[config.mk]
export PLATFORM = sky130hd
export DESIGN_NAME = alu_share_arbiter
export DESIGN_NICKNAME = d
export VERILOG_FILES = /design/src/rtl/alu_share_arbiter.sv
export SDC_FILE = /design/constraint.sdc
export NUM_CORES = 1
export LEC_CHECK = 0
export BUFFER_PORTS_ARGS = -buffer_cell sky130_fd_sc_hd__clkbuf_2
export CAP_MARGIN = 20
export CORE_MARGIN = 8
export CORE_UTILIZATION = 40
export CTS_CLUSTER_DIAMETER = 50
export DETAILED_ROUTE_END_ITERATION = 16
export GPL_TIMING_DRIVEN = 0
export PLACE_DENSITY = 0.76
export SYNTH_ARGS = -nofsm -noshare
export SYNTH_HDL_FRONTEND = slang
export SYNTH_SLANG_ARGS = --single-unit
[constraint.sdc]
create_clock -name clk -period 3.3 [get_ports clk]
set_input_delay 0.66 -clock clk [delete_from_list [all_inputs] [get_ports clk]]
set_output_delay 0.66 -clock clk [all_outputs]
set_load 0.02 [all_outputs]
[src/rtl/alu_share_arbiter.sv]
// rtl/alu_share_arbiter.sv - two-requester arbiter sharing one combinational ALU on a fixed 3-cycle schedule
module alu_share_arbiter #(
  parameter int RR_EN = 1
) (
  input  logic        clk,
  input  logic        reset,
  input  logic        req0,
  input  logic        req1,
  input  logic [3:0]  op0,
  input  logic [3:0]  op1,
  input  logic [31:0] a0,
  input  logic [31:0] a1,
  input  logic [31:0] b0,
  input  logic [31:0] b1,
  input  logic [4:0]  shamt0,
  input  logic [4:0]  shamt1,
  output logic [3:0]  ALUOperation,
  output logic [31:0] A,
  output logic [31:0] B,
  output logic [4:0]  Shamt,
  input  logic [31:0] ALUResult,
  input  logic        Zero,
  output logic        grant0,
  output logic        grant1,
  output logic        done0,
  output logic        done1,
  output logic [31:0] result,
  output logic        zero,
  output logic        err,
  output logic        busy
);

  typedef enum logic [1:0] {IDLE, EXEC, RESP} state_t;

  localparam logic RR = (RR_EN != 0);

  state_t      state_q, state_d;
  logic        win_q, win_d;
  logic        last_grant_q, last_grant_d;
  logic [3:0]  op_q, op_d;
  logic [31:0] a_q, a_d;
  logic [31:0] b_q, b_d;
  logic [4:0]  shamt_q, shamt_d;
  logic [31:0] result_q, result_d;
  logic        zero_q, zero_d;
  logic        err_q, err_d;
  logic        pick1;
  logic        op_legal;

  // Winner selection: requester 1 wins when alone, or on a tie when
  // round-robin is on and requester 0 held the ALU last.
  always_comb begin
    pick1 = req1 & (~req0 | (RR & ~last_grant_q));
  end

  // Opcodes the shared ALU implements; anything else is flagged but still run.
  always_comb begin
    op_legal = 1'b0;
    case (op_q)
      4'b0000, 4'b0001, 4'b0010, 4'b0011, 4'b0100,
      4'b1000, 4'b1001, 4'b1010, 4'b1011, 4'b1100, 4'b1110: op_legal = 1'b1;
      default: op_legal = 1'b0;
    endcase
  end

  // Next-state: latch winner operands on grant, capture ALU output at end of EXEC.
  always_comb begin
    state_d      = state_q;
    win_d        = win_q;
    last_grant_d = last_grant_q;
    op_d         = op_q;
    a_d          = a_q;
    b_d          = b_q;
    shamt_d      = shamt_q;
    result_d     = result_q;
    zero_d       = zero_q;
    err_d        = err_q;
    case (state_q)
      IDLE: begin
        if (req0 | req1) begin
          state_d      = EXEC;
          win_d        = pick1;
          last_grant_d = pick1;
          op_d         = pick1 ? op1    : op0;
          a_d          = pick1 ? a1     : a0;
          b_d          = pick1 ? b1     : b0;
          shamt_d      = pick1 ? shamt1 : shamt0;
        end
      end
      EXEC: begin
        state_d  = RESP;
        result_d = ALUResult;
        zero_d   = Zero;
        err_d    = ~op_legal;
      end
      RESP: begin
        state_d = IDLE;
      end
      default: begin
        state_d = IDLE;
      end
    endcase
  end

  // State and datapath registers; reset aborts any operation in flight.
  always_ff @(posedge clk or posedge reset) begin
    if (reset) begin
      state_q      <= IDLE;
      win_q        <= 1'b0;
      last_grant_q <= 1'b1;
      op_q         <= 4'd0;
      a_q          <= 32'd0;
      b_q          <= 32'd0;
      shamt_q      <= 5'd0;
      result_q     <= 32'd0;
      zero_q       <= 1'b0;
      err_q        <= 1'b0;
    end else begin
      state_q      <= state_d;
      win_q        <= win_d;
      last_grant_q <= last_grant_d;
      op_q         <= op_d;
      a_q          <= a_d;
      b_q          <= b_d;
      shamt_q      <= shamt_d;
      result_q     <= result_d;
      zero_q       <= zero_d;
      err_q        <= err_d;
    end
  end

  assign busy         = (state_q != IDLE);
  assign grant0       = busy & ~win_q;
  assign grant1       = busy & win_q;
  assign done0        = (state_q == RESP) & ~win_q;
  assign done1        = (state_q == RESP) & win_q;
  assign ALUOperation = op_q;
  assign A            = a_q;
  assign B            = b_q;
  assign Shamt        = shamt_q;
  assign result       = result_q;
  assign zero         = zero_q;
  assign err          = err_q;

endmodule

==> impl_metrics.json <==
{
  "cp_top_family": "flip-flops",
  "crit_chain": "nor2_1, inv_1, clkbuf_2",
  "syn-cell-area_sq_um": 5280,
  "p_comb_share_pct": 50.2,
  "async_flop_share_pct": 100,
  "ff2ff_path_depth": 5,
  "synth_ff_type": "dfrtp_1",
  "outcome": "completed",
  "io-pin-count": 295,
  "drtIter0Drc": 118,
  "cp.arrival_ns": 1.38,
  "end_kind": "output pin",
  "fin_ws_ns": 1.26,
  "hold-worst-slack_ns": 0.380,
  "finClkSkew_ns": 0.00473,
  "path_clk_slew_ns": 0.07,
  "cpPeakStageDelay_ns": 0.42,
  "crit_required_ns": 2.64,
  "finalSetupViolCount": 0,
  "grt_pass1_wl_microns": 22100,
  "synth_top_area_share_pct": 52.2,
  "synth.area.top_cells": "dfrtp_1 52%, mux2_2 26%, mux2_4 17%",
  "grt_use_total_pct": 16.7,
  "critPathLaunchType": "register",
  "cts_sinks": 111,
  "reg2reg_setup_slack_ns": 1.39,
  "tns_ns": 0,
  "r2r-end": "A[4]$_DFFE_PP0P_",
  "power.density_nw_per_um2": 990,
  "ys_warn_count": 0,
  "port_buffers": 294,
  "drv_cap": 0,
  "cts_root_buffer": "clkbuf_16",
  "stdcell_count": 817,
  "synth-seq-cells": 111,
  "slew_violations": 0,
  "drc": 0,
  "start_util_pct": 40.3,
  "power_switching_mw": 2.85,
  "gp_congestion": 0.792,
  "wl_per_cell_microns": 17.8,
  "antenna_left": 0,
  "dp_slack_ns": 1.17,
  "seqCellArea_sq_um": 2780,
  "area_growth_pct": 39.0,
  "vdd_drop_max_mv": 0.487,
  "grt.overflow.total": 0,
  "r2r_start": "state_q[1]$_DFFE_PP0P_",
  "yosys.area.top_type": "dfrtp_1",
  "slew_headroom_pct": 57.1,
  "critPathKind": "reg2out",
  "fmax_mhz": 491,
  "post_cts_buffers": 0,
  "final_area_sq_um": 7330,
  "min_period_ns": 2.04,
  "cts_buffers": 9,
  "fin_util_pct": 56.0,
  "fin_nets": 819,
  "p_int_mw": 4.41,
  "cp_slowest_cell": "dfrtp_1",
  "ys_types": 20,
  "clockBufferDepth": 2,
  "timing.final.crit_share_pct": 61.7,
  "insertion_delay_ns": 0.34,
  "leakage_nw": 3.81,
  "cts.hold.buffers_added": 0,
  "power.total_mw": 7.26,
  "antenna_found_initial": 0,
  "rsz0062_at_grt": "no",
  "die_height_microns": 131,
  "fill_cells": 1102,
  "diodes": 0,
  "dieWidth_microns": 131,
  "pwr-share-clk_pct": 16.1,
  "synthCells": 329,
  "seqPwrFrac_pct": 33.8,
  "cts_tree": "built",
  "hold_class": "in2async",
  "first_pass_iters": 4,
  "die-area_sq_um": 17100,
  "worst_pin_slew_ns": 0.643,
  "hold_viol": 0,
  "p_sw_share_pct": 39.2,
  "synth_top_cells_by_count": "120 x mux2_2, 110 x dfrtp_1, 59 x mux2_4, 7 x buf_6",
  "post_synth.cell_area_avg_sq_um": 16.0,
  "postCtsResizedCells": 0,
  "cts.htree.levels": 3,
  "routed_wl_microns": 14500,
  "via_per_inst": 4.64,
  "via_count": 3794,
  "synthMostInstantiatedCell": "mux2_2",
  "dpl.cell_count": 801,
  "multi_input_area_sq_um": 2320,
  "layout-drive-gt1-share_pct": 79.9,
  "synth_edf_count": 0,
  "dp_hpwl_microns": 11900,
  "fp-row-count": 42,
  "synth_seq_area_share_pct": 52.7,
  "synth.net_count": 512,
  "grt_max_degree": 44,
  "core_sq_um": 13100,
  "post_dp_cell_area_sq_um": 7010,
  "grt_pass1_vias": 4435,
  "critical_path_buf_inv_count": 2,
  "path_max_fanout": 6
}
-- cells by family (layout without fill, tap and decap cells) --
kind of cell	Yosys count	in the layout	share of synthesized area, %
AND/OR/NAND/NOR	8	8	0.806
buffers and inverters	24	336	3.27
AO/OA/AOI/OAI	7	7	0.854
multiplexers	179	179	42.4
flip-flops	111	111	52.7
-- power groups by stage --
stage	clock network [mW]	registers, mW	logic (mW)
finish	1.17	2.45	3.64
global route	1.24	2.55	3.89
CTS	1.20	2.46	3.73
detailed placement	0	2.48	3.72
global placement	0	2.42	3.64
floorplan	0	3.27	1.62
-- worst reg2reg max path, stage by stage, from the launching register on --
cell and delay [ns]:
dfrtp_1 0.42, nor2_1 0.32, o21a_1 0.21, buf_4 0.22
buf_4 0.25, mux2_2 0.36
-- flip-flops by register name, indices dropped and copies added (netlist names) --
signal,flops
last_grant_q,1
B,32
win_q,1
ALUOperation,4
err,1
Shamt,5
A,32
state_q,2
result,32
zero,1
-- layout by cell type (no fill, tap or decap) --
cell type and instances:
buf_6 7, nor3b_1 2, a21oi_1 1, nor2b_1 1, nor2_1 3, o22ai_1 1
a31oi_1 1, nand2_1 1, clkinvlp_4 3, a21bo_2 1, o21a_1 1, buf_12 2
inv_1 3, mux2_4 59, buf_2 6, inv_6 2, clkbuf_16 9, dfstp_2 1
mux2_2 120, o21ai_0 2, clkbuf_1 2, buf_4 6, dfrtp_1 110, nand2b_1 1
bufinv_16 2, clkbuf_2 294
-- metal layers --
metal	vias to the layer above	share of wire (%)	global-route usage (%)
li1	1788	-	-
met1	1829	37	17.9
met2	165	54	31.0
met3	12	8.4	4.46
met4	0	1.2	6.01
met5	-	0	0
-- layout make-up --
class	count	area share, %
plain buffers	20	2.15
clock buffers	10	3.12
clock inverters	6	1.26
inverters	4	0.256
multi-input cells	194	31.7
flip-flops and latches	111	37.9
well taps	176	3.00
repair buffers	296	20.6
-- worst max-delay path by stage --
stage	startpoint	depth (start not counted)	endpoint	slack, ns
after floorplan	reset	1	ALUOperation[0]$_DFFE_PP0P_	1.30
after global placement	reset	2	B[1]$_DFFE_PP0P_	0.63
after detailed placement	req1	6	A[4]$_DFFE_PP0P_	1.17
after CTS	state_q[1]$_DFFE_PP0P_	3	busy	1.22
after global routing	state_q[1]$_DFFE_PP0P_	3	busy	1.16
final	state_q[1]$_DFFE_PP0P_	3	busy	1.26
No activity file was read; power rests on OpenSTA's default activity.
